## config.mk

```make
export PLATFORM = sky130hd
export DESIGN_NAME = bitslip_align_ctrl
export DESIGN_NICKNAME = d
export VERILOG_FILES = /design/src/rtl/align_pkg.sv /design/src/rtl/align_timer.sv /design/src/rtl/bitslip_align_ctrl.sv
export SDC_FILE = /design/constraint.sdc
export NUM_CORES = 1
export LEC_CHECK = 0
export BUFFER_PORTS_ARGS = -buffer_cell sky130_fd_sc_hd__clkbuf_2
export CAP_MARGIN = 5
export CORE_MARGIN = 4
export CORE_UTILIZATION = 39
export CTS_BUF_LIST = sky130_fd_sc_hd__clkbuf_16
export CTS_CLUSTER_DIAMETER = 100
export DETAILED_ROUTE_END_ITERATION = 7
export SETUP_SLACK_MARGIN = 0.1
export SKIP_CTS_REPAIR_TIMING = 1
export SLEW_MARGIN = 20
export SYNTH_ARGS = -nofsm -noshare
export SYNTH_HDL_FRONTEND = slang
export SYNTH_HIERARCHICAL = 1
export SYNTH_SLANG_ARGS = --single-unit
```

## constraint.sdc

```tcl
create_clock -name CLKDIV -period 3.3 [get_ports CLKDIV]
set_clock_uncertainty 0.05 [all_clocks]
set_input_delay 0.66 -clock CLKDIV [delete_from_list [all_inputs] [get_ports CLKDIV]]
set_output_delay 0.66 -clock CLKDIV [all_outputs]
set_load 0.02 [all_outputs]
```

## src/rtl/align_pkg.sv

```systemverilog
// Shared definitions for the bitslip word-alignment controllers.
// Frame-lane and data-lane instances pull their default pattern and
// timing from here so every lane of the receiver trains the same way.
package align_pkg;

  // Default deserialized word width and ADC training word.
  localparam int              DEF_DATA_WIDTH    = 10;
  localparam logic [9:0]      DEF_PATTERN       = 10'h3E0;

  // Default training timing, all in CLKDIV cycles.
  localparam int              DEF_RST_CYCLES    = 4;
  localparam int              DEF_SETTLE_CYCLES = 8;
  localparam int              DEF_MATCH_COUNT   = 16;
  localparam int              DEF_SLIP_WAIT     = 4;
  localparam int              DEF_MAX_SLIPS     = 20;
  localparam int              DEF_MISS_LIMIT    = 4;

  // Training FSM encoding. Kept as plain constants so the encoding is
  // stable across tools and easy to decode on a logic analyser.
  typedef logic [2:0] align_state_t;

  localparam logic [2:0] ST_IDLE       = 3'd0;
  localparam logic [2:0] ST_RST_SERDES = 3'd1;
  localparam logic [2:0] ST_SETTLE     = 3'd2;
  localparam logic [2:0] ST_COMPARE    = 3'd3;
  localparam logic [2:0] ST_SLIP       = 3'd4;
  localparam logic [2:0] ST_WAIT_SLIP  = 3'd5;
  localparam logic [2:0] ST_LOCKED     = 3'd6;
  localparam logic [2:0] ST_FAIL       = 3'd7;

  // Largest of three durations; sizes the shared down-counter.
  function automatic int max3(input int a, input int b, input int c);
    int m;
    m = (a > b) ? a : b;
    m = (m > c) ? m : c;
    return m;
  endfunction

endpackage

```

## src/rtl/align_timer.sv

```systemverilog
// Loadable down-counter used for every fixed-length wait of the
// training sequence. Loading N-1 makes done assert on the N-th cycle
// spent in the waiting state, so the owner leaves after exactly N cycles.
module align_timer #(
  parameter int WIDTH = 4
) (
  input  logic             clk,
  input  logic             rst_n,
  input  logic             load,
  input  logic [WIDTH-1:0] load_val,
  output logic             done
);

  logic [WIDTH-1:0] cnt_reg;

  // Count down to zero and park there until the next load.
  always_ff @(posedge clk or negedge rst_n) begin
    if (!rst_n) begin
      cnt_reg <= '0;
    end else if (load) begin
      cnt_reg <= load_val;
    end else if (cnt_reg != '0) begin
      cnt_reg <= cnt_reg - 1'b1;
    end
  end

  assign done = (cnt_reg == '0);

endmodule

```

## src/rtl/bitslip_align_ctrl.sv

```systemverilog
// Word-alignment training controller for one 1:10 DDR ISERDES lane.
// Resets the deserializer, lets it settle, then compares the received
// word against the training pattern, issuing BITSLIP pulses until the
// pattern is seen MATCH_COUNT times in a row. Once locked, it watches
// for runs of bad words and retrains on its own if MONITOR_EN is set.
module bitslip_align_ctrl
  import align_pkg::*;
#(
  parameter int                    DATA_WIDTH    = DEF_DATA_WIDTH,
  parameter logic [DATA_WIDTH-1:0] PATTERN       = DATA_WIDTH'(DEF_PATTERN),
  parameter int                    RST_CYCLES    = DEF_RST_CYCLES,
  parameter int                    SETTLE_CYCLES = DEF_SETTLE_CYCLES,
  parameter int                    MATCH_COUNT   = DEF_MATCH_COUNT,
  parameter int                    SLIP_WAIT     = DEF_SLIP_WAIT,
  parameter int                    MAX_SLIPS     = DEF_MAX_SLIPS,
  parameter int                    MISS_LIMIT    = DEF_MISS_LIMIT
) (
  input  logic                             CLKDIV,
  input  logic                             RST_N,
  input  logic [DATA_WIDTH-1:0]            Q,
  input  logic                             START,
  input  logic                             MONITOR_EN,
  output logic                             SERDES_RST,
  output logic                             BITSLIP,
  output logic                             LOCKED,
  output logic                             FAIL,
  output logic [$clog2(MAX_SLIPS+1)-1:0]   SLIP_CNT
);

  localparam int SCW = $clog2(MAX_SLIPS + 1);
  localparam int MCW = $clog2(MATCH_COUNT + 1);
  localparam int MSW = $clog2(MISS_LIMIT + 1);
  localparam int TW  = $clog2(max3(RST_CYCLES, SETTLE_CYCLES, SLIP_WAIT) + 1);

  // Timer reload values: N-1 so the wait lasts exactly N cycles.
  localparam logic [TW-1:0] RST_LOAD    = TW'(RST_CYCLES - 1);
  localparam logic [TW-1:0] SETTLE_LOAD = TW'(SETTLE_CYCLES - 1);
  localparam logic [TW-1:0] SLIP_LOAD   = TW'(SLIP_WAIT - 1);

  localparam logic [SCW-1:0] SLIP_MAX_V  = SCW'(MAX_SLIPS);
  localparam logic [MCW-1:0] MATCH_MAX_V = MCW'(MATCH_COUNT);
  localparam logic [MSW-1:0] MISS_MAX_V  = MSW'(MISS_LIMIT);

  logic [DATA_WIDTH-1:0] q_r_reg;
  logic [DATA_WIDTH-1:0] bit_eq;
  logic                  match;

  logic [2:0]            state_reg;
  logic [2:0]            state_next;
  logic [MCW-1:0]        match_cnt_reg;
  logic [MCW-1:0]        match_cnt_next;
  logic [MSW-1:0]        miss_cnt_reg;
  logic [MSW-1:0]        miss_cnt_next;
  logic [SCW-1:0]        slip_cnt_reg;
  logic [SCW-1:0]        slip_cnt_next;

  logic                  timer_load;
  logic [TW-1:0]         timer_val;
  logic                  timer_done;

  // Capture the deserializer word once so the compare sees a clean,
  // registered value rather than the raw ISERDES output.
  always_ff @(posedge CLKDIV or negedge RST_N) begin
    if (!RST_N) begin
      q_r_reg <= '0;
    end else begin
      q_r_reg <= Q;
    end
  end

  // Per-bit equality against the training word, reduced to one flag.
  genvar gi;
  for (gi = 0; gi < DATA_WIDTH; gi++) begin : g_bit_eq
    assign bit_eq[gi] = (q_r_reg[gi] == PATTERN[gi]);
  end
  assign match = &bit_eq;

  align_timer #(
    .WIDTH (TW)
  ) u_timer (
    .clk      (CLKDIV),
    .rst_n    (RST_N),
    .load     (timer_load),
    .load_val (timer_val),
    .done     (timer_done)
  );

  // Training sequencer: next state, counter updates and timer loads.
  always_comb begin
    state_next     = state_reg;
    match_cnt_next = match_cnt_reg;
    miss_cnt_next  = miss_cnt_reg;
    slip_cnt_next  = slip_cnt_reg;
    timer_load     = 1'b0;
    timer_val      = '0;

    case (state_reg)
      ST_IDLE: begin
        if (START) begin
          state_next    = ST_RST_SERDES;
          slip_cnt_next = '0;
          timer_load    = 1'b1;
          timer_val     = RST_LOAD;
        end
      end

      ST_RST_SERDES: begin
        if (timer_done) begin
          state_next = ST_SETTLE;
          timer_load = 1'b1;
          timer_val  = SETTLE_LOAD;
        end
      end

      ST_SETTLE: begin
        if (timer_done) begin
          state_next     = ST_COMPARE;
          match_cnt_next = '0;
        end
      end

      ST_COMPARE: begin
        if (match) begin
          // Lock is declared on the same cycle the final match is seen;
          // a bad word on that cycle falls through to the slip branch.
          if ((match_cnt_reg + 1'b1) == MATCH_MAX_V) begin
            state_next     = ST_LOCKED;
            match_cnt_next = '0;
            miss_cnt_next  = '0;
          end else begin
            match_cnt_next = match_cnt_reg + 1'b1;
          end
        end else begin
          match_cnt_next = '0;
          if (slip_cnt_reg == SLIP_MAX_V) begin
            state_next = ST_FAIL;
          end else begin
            state_next    = ST_SLIP;
            slip_cnt_next = slip_cnt_reg + 1'b1;
          end
        end
      end

      ST_SLIP: begin
        // Single-cycle state: BITSLIP is high for exactly this cycle.
        state_next = ST_WAIT_SLIP;
        timer_load = 1'b1;
        timer_val  = SLIP_LOAD;
      end

      ST_WAIT_SLIP: begin
        // The deserializer output is in flux here; q_r is not looked at.
        if (timer_done) begin
          state_next     = ST_COMPARE;
          match_cnt_next = '0;
        end
      end

      ST_LOCKED: begin
        if (START) begin
          state_next    = ST_RST_SERDES;
          slip_cnt_next = '0;
          miss_cnt_next = '0;
          timer_load    = 1'b1;
          timer_val     = RST_LOAD;
        end else if (!MONITOR_EN || match) begin
          miss_cnt_next = '0;
        end else if ((miss_cnt_reg + 1'b1) == MISS_MAX_V) begin
          // Alignment lost: retrain from a fresh deserializer reset.
          state_next    = ST_RST_SERDES;
          slip_cnt_next = '0;
          miss_cnt_next = '0;
          timer_load    = 1'b1;
          timer_val     = RST_LOAD;
        end else begin
          miss_cnt_next = miss_cnt_reg + 1'b1;
        end
      end

      ST_FAIL: begin
        // SLIP_CNT is held so software can read how far training got.
        if (START) begin
          state_next    = ST_RST_SERDES;
          slip_cnt_next = '0;
          timer_load    = 1'b1;
          timer_val     = RST_LOAD;
        end
      end

      default: begin
        state_next = ST_IDLE;
      end
    endcase
  end

  // State and counter registers.
  always_ff @(posedge CLKDIV or negedge RST_N) begin
    if (!RST_N) begin
      state_reg     <= ST_IDLE;
      match_cnt_reg <= '0;
      miss_cnt_reg  <= '0;
      slip_cnt_reg  <= '0;
    end else begin
      state_reg     <= state_next;
      match_cnt_reg <= match_cnt_next;
      miss_cnt_reg  <= miss_cnt_next;
      slip_cnt_reg  <= slip_cnt_next;
    end
  end

  // Outputs decoded from the next state so they are registered yet
  // line up exactly with the state they describe.
  always_ff @(posedge CLKDIV or negedge RST_N) begin
    if (!RST_N) begin
      SERDES_RST <= 1'b0;
      BITSLIP    <= 1'b0;
      LOCKED     <= 1'b0;
      FAIL       <= 1'b0;
    end else begin
      SERDES_RST <= (state_next == ST_RST_SERDES);
      BITSLIP    <= (state_next == ST_SLIP);
      LOCKED     <= (state_next == ST_LOCKED);
      FAIL       <= (state_next == ST_FAIL);
    end
  end

  assign SLIP_CNT = slip_cnt_reg;

endmodule

```

# Word level (Yosys, flattened, before mapping)
# Cells that the tools add are included.
[totals] ff_bits=34 input_bits=14 output_inout_bits=9 word_cells=97
[classes] n_addsub=4 eq_ne=22 mux=41 n_bitwise=5 n_reduce_logical=15
[ops] operator="$mux 5" count=9
[ops] operator="$mux 3" count=14
[ops] operator="$eq 3x3->1 const B" count=8
[ops] operator="$pmux 3 s6" count=1
[ops] operator="$pmux 5 s3" count=1
[ops] operator="$pmux 3 s4" count=1
[ops] operator="$add 5x1->5 const B" count=2
[ops] operator="$eq 5x5->1 const B" count=2
[ops] operator="$mux 2" count=5
[ops] operator="$pmux 5 s2" count=1
[ops] operator="$reduce_and 10->1" count=1
[ops] operator="$mux 4" count=2
[ops] operator="$ne 2x2->1 const B" count=4
[ops] operator="$eq 3x1->1 const B" count=2
[ops] operator="$eq 3x2->1 const B" count=2
[ops] operator="$ne 3x3->1 const B" count=2
[ops] operator="$pmux 3 s2" count=1
[ops] operator="$reduce_and 6->1" count=1
[ops] operator="$reduce_bool 2->1" count=3
[ops] operator="$mux 1" count=5
[ops] operator="$not 1->1" count=5
[ops] operator="$logic_not 4->1" count=1
[ops] operator="$ne 2x1->1 const B" count=2
[ops] operator="$pmux 1 s4" count=1
[ops] operator="other kinds (10)" count=11

# Longest topological paths before layout
# Gate-level depths: netlist of the first run.
[logic_depth] word_depth=7 mapped_depth=10

# Hierarchy
# The synthesis of the first run kept the hierarchy.
[by_module_without_submodules] mod="bitslip_align_ctrl" instances=1 cells_each=153 area_per_inst_um2=1544.0
[by_module_without_submodules] mod="align_timer" instances=1 cells_each=22 area_per_inst_um2=234.0

# Worst setup path after synthesis of the first run
# No wires, ideal clock.
[synth_timing] kind="reg-to-reg" from="register q_r_reg[0]" to="register u_timer.cnt_reg[1]" setup_ns=0.125 arrival_time_ns=2.200 required_time_ns=3.125 path_slack_ns=0.925 path_stages_with_launch=8 period_less_slack_ns=2.375 path_cell_list="dfrtp_1 > or4b_1 > o41ai_1 > o21ai_0 > a21oi_1 > o21ai_0 > clkbuf_1 > mux2_2"
[synth_via] elab_chain_cells=7 elab_cells_between_ends=11 cone_classes="7 x mux; 1 x bitwise; 3 x reduce/logical"
[synth_rtl] element="start, declared" line_no="bitslip_align_ctrl.sv:44" rtl="logic [DATA_WIDTH-1:0] q_r_reg;"
[synth_rtl] element="start signal, assigned" line_no="bitslip_align_ctrl.sv:65" rtl="q_r_reg <= '0;"
[synth_rtl] element="start signal, assigned" line_no="bitslip_align_ctrl.sv:67" rtl="q_r_reg <= Q;"
[synth_rtl] element="$not 1->1 *" line_no="bitslip_align_ctrl.sv:74" rtl="assign bit_eq[gi] = (q_r_reg[gi] == PATTERN[gi]);"
[synth_rtl] element="$reduce_and 10->1 *" line_no="bitslip_align_ctrl.sv:76" rtl="assign match = &bit_eq;"
[synth_rtl] element="$logic_or 1x1->1 *" line_no="bitslip_align_ctrl.sv:166" rtl="end else if (!MONITOR_EN || match) begin"
[synth_rtl] element="$mux 1 *" line_no="bitslip_align_ctrl.sv:166"
[synth_rtl] element="$mux 1 *" line_no="bitslip_align_ctrl.sv:160" rtl="if (START) begin"
[synth_rtl] element="$pmux 1 s4 *" line_no="bitslip_align_ctrl.sv:97" rtl="case (state_reg)"
[synth_rtl] element="named net timer_load" line_no="bitslip_align_ctrl.sv:57" rtl="logic timer_load;"
[synth_rtl] element="$mux 4 / $reduce_bool 2->1 (equally long branches)"
[synth_rtl] element="end signal, assigned" line_no="align_timer.sv:21" rtl="cnt_reg <= load_val;"
[synth_rtl] element="end signal, assigned" line_no="align_timer.sv:23" rtl="cnt_reg <= cnt_reg - 1'b1;"
[synth_rtl] element="end, declared" line_no="align_timer.sv:14" rtl="logic [WIDTH-1:0] cnt_reg;"
# Mark *: on every way through the listed nets, which the timed path passes. The rest lies on a longest branch.
# A chain may end at the register's enable or synchronous reset.

# Worst setup path after layout of the first run
[layout_timing] from="register q_r_reg[0]" to="register u_timer.cnt_reg[3]"
# The elaborated chain is that of the path after synthesis.

==> metrics.md, run 1 <==
| Metric | Value |
|---|---|
| Outcome | finished clean |
| Vias in the first global route | 1269 |
| Synth Area in Simple Gates | 22.2% |
| I/O Pins | 23 |
| Setup TNS | 0 ps |
| Crit path kind | reg -> reg |
| Starting Density | 40.6% |
| Overflow after GRT | 0 |
| Net Count, Synth | 195 |
| Synth Warn # | 6 |
| Peak VDD IR | 447 uV |
| Clk_lat worst skew | 270 ps |
| Most frequent cell after synthesis | dfrtp_1 |
| Fillers | 412 |
| #FFs+latches synth | 34 |
| CTS tree | yes |
| Fraction of registers with async set or reset after synthesis | 100% |
| RSZ-0062 raised after global routing | false |
| Routed vias | 1375 |
| Commonest cells post-synth | dfrtp_1, nand2_1, nor2_1, o21ai_0, inv_1 |
| Layout Nets | 217 |
| Starting DRT DRC Count | 81 |
| Final Core Density | 47.1% |
| Placer congestion estimate | 0.855 |
| Worst EP required | 3460 ps |
| Area grow syn2layout | 16.1% |
| CP Max Fanout | 10 |
| Period minus WS final | 2770 ps |
| Wire per inst | 14.1 um |
| PortBufs | 22 |
| Fin. Hold Viols | 0 |
| Sequential area share after synthesis | 47.9% |
| Compound-gate portion of the synthesized area | 16.6% |
| Die X | 75.5 um |
| Post-Synth Adder-Cell Area | 4.22% |
| Num CTS Buffers | 5 |
| Die footprint | 5700 sq um |
| DRC Markers | 0 |
| Total power | 1.59 mW |
| Share of cells above drive strength 1 | 21.2% |
| Clk buf depth | 2 |
| Cell count after synthesis | 175 |
| Die height | 75.5 um |
| Leak Pwr | 0.926 nW |
| Final setup violation count | 0 |
| Hold Crit Class | in -> async |
| Antenna violations before repair | 0 |
| Core Area | 4380 sq um |
| Pwr per Cell Area | 772 nW/um^2 |
| Clk slew on worst S/H paths | 50 ps |
| Drt first pass iters | 4 |
| CP arrival | 2930 ps |
| EDFF count, synth | 0 |
| Fmax | 361 MHz |
| Critical Path Sink Type | flop |
| XOR/XNOR share of the synthesized area | 0.985% |
| Avg Inst Size Synth | 10.2 sq um |
| Slew @ Worst Pin | 954 ps |
| Final Slew Violations | 0 |
| Largest net degree at the start of global routing | 35 |
| Worst slew margin | 35.7% |
| Largest register FFs | 10 |
| Ratio of final minimum period to clock period | 83.9% |
| Top cell type's share of synthesized area | 47.9% |
| Post-synthesis mux area share | 4.15% |
| Synth Flop Type | dfrtp_1 |
| Drt via density | 5.50 |
| Clock sinks | 34 |
| Root Buffer | clkbuf_16 |
| Ant diodes | 0 |
| Num rows | 24 |
| Leading area contributor after synthesis | dfrtp_1 |
| Post-DRT Antenna Nets | 0 |
| First-pass GRT wire length | 5.82 mm |
| PnR worst setup slack | 531 ps |
| DP Worst Slack | 571 ps |
| Synthesized area | 1780 sq um |
| Startpoint types | flop |
| Largest family of logic cells by synthesized area | simple AND/OR/NAND/NOR gates |
| Max capacitance violation total | 0 |
| Final HPWL DP | 2.66 mm |
| H-tree depth | 2 |
| GRT Util Overall | 13.8% |
| Count of cell types in the netlist | 46 |
| Dominant cells by area after synthesis | dfrtp_1, ha_1, o21ai_0 |
| Routed wire length | 3.51 mm |
[area by class of cell]
type	count	area [sq um]	share of cell area (%)
clock buffer	5	125	6.06
clock inverter	3	20.0	0.970
inverter	9	33.8	1.64
multi-input combinational	125	860	41.6
sequential	34	851	41.2
tap	52	65.1	3.15
timing repair buffer	22	110	5.33
[per-stage QoR]
step / instance area, sq um / hold slack [ps] / cells
after detailed placement: 1920 / 465 / 242
after CTS: 2060 / 431 / 250
after global placement: 1920 / 429 / 242
after floorplan: 1780 / 314 / 175
after global routing: 2060 / 424 / 250
final: 2060 / 430 / 250
[cell families (layout without fill, tap and decap cells)]
group / count (synthesis) / count (layout)
AOI/OAI and AO/OA: 42 / 42
xor gates and xnor gates: 2 / 2
adders and majority gates: 6 / 6
buffers and inverters: 16 / 39
DFF: 34 / 34
muxes: 7 / 7
other: 1 / 1
and+or+nand+nor: 67 / 67
[placed cells by master, fill, tap and decap left out, drive strengths merged, types with 2 or more instances in the layout]
| master | instances |
|---|---|
| inv | 10 |
| o21ai | 14 |
| nor2b | 5 |
| nand2 | 12 |
| mux2 | 3 |
| nor3b | 3 |
| clkbuf | 27 |
| nand4 | 4 |
| nor2 | 12 |
| o211ai | 2 |
| nor4 | 2 |
| a31oi | 4 |
| dfrtp | 34 |
| or2 | 3 |
| o31ai | 3 |
| o41ai | 2 |
| o2bb2ai | 2 |
| a22o | 3 |
| ha | 6 |
| or3 | 3 |
| a21boi | 3 |
| a21oi | 4 |
| nand3 | 5 |
| nor3 | 6 |
| mux2i | 4 |
| nand2b | 5 |
[report_power, final]
| group | internal (mW) | switching, mW | leakage (nW) | total (mW) |
|---|---|---|---|---|
| Clock | 0.279 | 0.170 | 0.0679 | 0.449 |
| Combinational | 0.245 | 0.297 | 0.423 | 0.542 |
| Sequential | 0.499 | 0.104 | 0.435 | 0.603 |
| Total | 1.02 | 0.572 | 0.926 | 1.59 |
[worst max-delay path, cell delays in order, from the launching register on]
cell	delay, ps
dfrtp_1	350
or4b_1	530
o41ai_1	620
o21ai_0	170
a21oi_1	160
o21ai_0	320
nor3b_1	350
a221o_1	160
[final timing paths]
check / start / endpoint / slack [ps] / cells after the start
setup / recovery: q_r_reg[0]$_DFF_PN0_ / u_timer/cnt_reg[3]$_DFFE_PN0P_ / 530 / 7
hold / removal: RST_N / match_cnt_reg[2]$_DFFE_PN0P_ / 430 / 1
setup reg to reg: q_r_reg[0]$_DFF_PN0_ / u_timer/cnt_reg[3]$_DFFE_PN0P_ / 530 / 7
hold reg to reg: match_cnt_reg[4]$_DFFE_PN0P_ / match_cnt_reg[4]$_DFFE_PN0P_ / 470 / 1
max in group asynchronous: RST_N / SLIP_CNT[4]$_DFFE_PN0P_ / 2250 / 1
min in group CLKDIV: Q[7] / q_r_reg[7]$_DFF_PN0_ / 440 / 1
[per-layer routing]
metal  vias up  global-route usage [%]  share of wire (%)
li1        674                       -                  -
met1       661                    16.1                 43
met2        35                    23.2                 51
met3         5                    4.09                4.0
met4         0                    6.80                1.6
met5         -                       0                  0
Power figures use the tool's default switching activity.
==> inputs of run 2 (changes only) <==
==> constraint.sdc (replaced) <==
create_clock -name CLKDIV -period 2.5 [get_ports CLKDIV]
set_clock_uncertainty 0.05 [all_clocks]
set_input_delay 0.5 -clock CLKDIV [delete_from_list [all_inputs] [get_ports CLKDIV]]
set_output_delay 0.5 -clock CLKDIV [all_outputs]
set_load 0.02 [all_outputs]
==> run 2 against run 1 <==
Highest routed layer unchanged. Sequential power rose by 31%. Die area stayed put. Global-route usage up 1.2 points. First-iteration DRC count down 51%. Non-clock buffer count up 8. Cell count up 3.2%. Critical path type unchanged. Design area rose by 7.4%. Critical path depth decreased by 1. Hold slack lost 180 ps.
==> metrics.md, run 2 (same netlist as run 1, synthesis figures left out) <==
| Metric | Value |
|---|---|
| Die X | 75.5 um |
| Share of cells above drive strength 1 | 28.2% |
| CP arrival | 2460 ps |
| PortBufs | 22 |
| Worst reg2reg path startpoint | q_r_reg[1]$_DFF_PN0_ |
| DRC Markers | 0 |
| Psw | 802 uW |
| Startpoint types | flop |
| Commonest non-fill, non-tap cell in the layout | dfrtp_1 |
| Setup crit start | q_r_reg[1]$_DFF_PN0_ |
| Drt via density | 5.45 |
| DP Worst Slack | 5.17 ps |
| Placer congestion estimate | 0.839 |
| Clock sinks | 34 |
| Final Core Density | 50.6% |
| Num CTS Buffers | 5 |
| Vias in the first global route | 1435 |
| GRT Util Overall | 15.1% |
| Starting DRT DRC Count | 40 |
| Leak Pwr | 0.998 nW |
| Most frequent cells in the layout | dfrtp_1, clkbuf_2, nand2_1, nor2_1, o21ai_0 |
| Pwr per Cell Area | 1090 nW/um^2 |
| Routed wire length | 3.74 mm |
| Overflow after GRT | 0 |
| CP Max Fanout | 6 |
| Hold Crit Class | in -> async |
| Area grow syn2layout | 24.7% |
| R2R depth | 6 |
| Int Pwr | 1.62 mW |
| CTS tree | yes |
| Fin. Hold Viols | 0 |
| Peak VDD IR | 476 uV |
| Ant diodes | 0 |
| Largest net degree at the start of global routing | 35 |
| Final Cell Area | 2220 sq um |
| Sequential power share | 32.5% |
| Worst slew margin | 45.8% |
| Ratio of final minimum period to clock period | 93.7% |
| Largest register FFs | 10 |
| Max capacitance violation total | 0 |
| Total power | 2.42 mW |
| Period minus WS final | 2340 ps |
| Worst hold slack | 252 ps |
| Layout Nets | 225 |
| Clk buf depth | 2 |
| Num rows | 24 |
| PnR worst setup slack | 157 ps |
| Starting Density | 40.6% |
| Clock power frac | 33.3% |
| Antenna violations before repair | 0 |
| Switching share of power | 33.1% |
| First-pass GRT wire length | 6.41 mm |
| Clk slew on worst S/H paths | 60 ps |
| Final setup violation count | 0 |
| Fmax | 427 MHz |
| Combinational power share | 34.2% |
| Placed Area | 1980 sq um |
| Post-DRT Antenna Nets | 0 |
| Die footprint | 5700 sq um |
| Drt first pass iters | 4 |
| Wire per inst | 14.5 um |
| RSZ-0062 raised after global routing | true |
| Critical Path Sink Type | flop |
| Worst EP required | 2610 ps |
| Die height | 75.5 um |
| Slew @ Worst Pin | 814 ps |
| Core Area | 4380 sq um |
| Final Slew Violations | 0 |
| Fillers | 412 |
| Routed vias | 1406 |
| I/O Pins | 23 |
| Root Buffer | clkbuf_16 |
| Final HPWL DP | 2.74 mm |
| Outcome | finished clean |
| Crit path kind | reg -> reg |
| H-tree depth | 2 |
| Clk_lat worst skew | 280 ps |
-- run 2: critical path, stage by stage (launching register included) --
cell and delay (ps):
dfrtp_1 350, or4b_4 530, or4_4 480, a31o_4 260, nand4_4 80, and3b_4 210, mux2_2 260
-- run 2: power by group through the flow --
stage / Combinational, mW / Clock (mW) / Sequential, mW
6_report: 0.829 / 0.806 / 0.787
5_1_grt: 0.927 / 0.850 / 0.804
4_1_cts: 0.793 / 0.823 / 0.785
3_5_place_dp: 0.785 / 0 / 0.795
3_3_place_gp: 0.755 / 0 / 0.786
2_1_floorplan: 0.563 / 0 / 0.780
-- run 2: per-layer routing --
metal	vias up	share of wire, %	track usage (%)
met2	26	50	25.2
met5	-	0	0
met1	678	44	18.5
met4	0	1.6	6.41
met3	7	3.9	3.69
li1	695	-	-
-- run 2: per-stage QoR --
step	TNS, ps	std cells
final	0	258
after global routing	0	258
after CTS	-10.7	258
after detailed placement	0	250
after global placement	0	250
after floorplan	0	175
-- run 2: cell type report --
class | instances | area, sq um | area share (%)
clock buffer | 5 | 125 | 5.64
tap | 52 | 65.1 | 2.93
sequential | 34 | 851 | 38.4
clock inverter | 3 | 68.8 | 3.10
multi-input combinational | 125 | 903 | 40.7
timing repair buffer | 30 | 170 | 7.67
inverter | 9 | 33.8 | 1.52
-- run 2: worst paths after layout --
check / to / slack, ps
max: SLIP_CNT[0]$_DFFE_PN0P_ / 160
min: u_timer/cnt_reg[3]$_DFFE_PN0P_ / 250
max reg2reg: SLIP_CNT[0]$_DFFE_PN0P_ / 160
min reg2reg: match_cnt_reg[4]$_DFFE_PN0P_ / 450
max in group asynchronous: match_cnt_reg[0]$_DFFE_PN0P_ / 1630
min in group CLKDIV: q_r_reg[7]$_DFF_PN0_ / 280
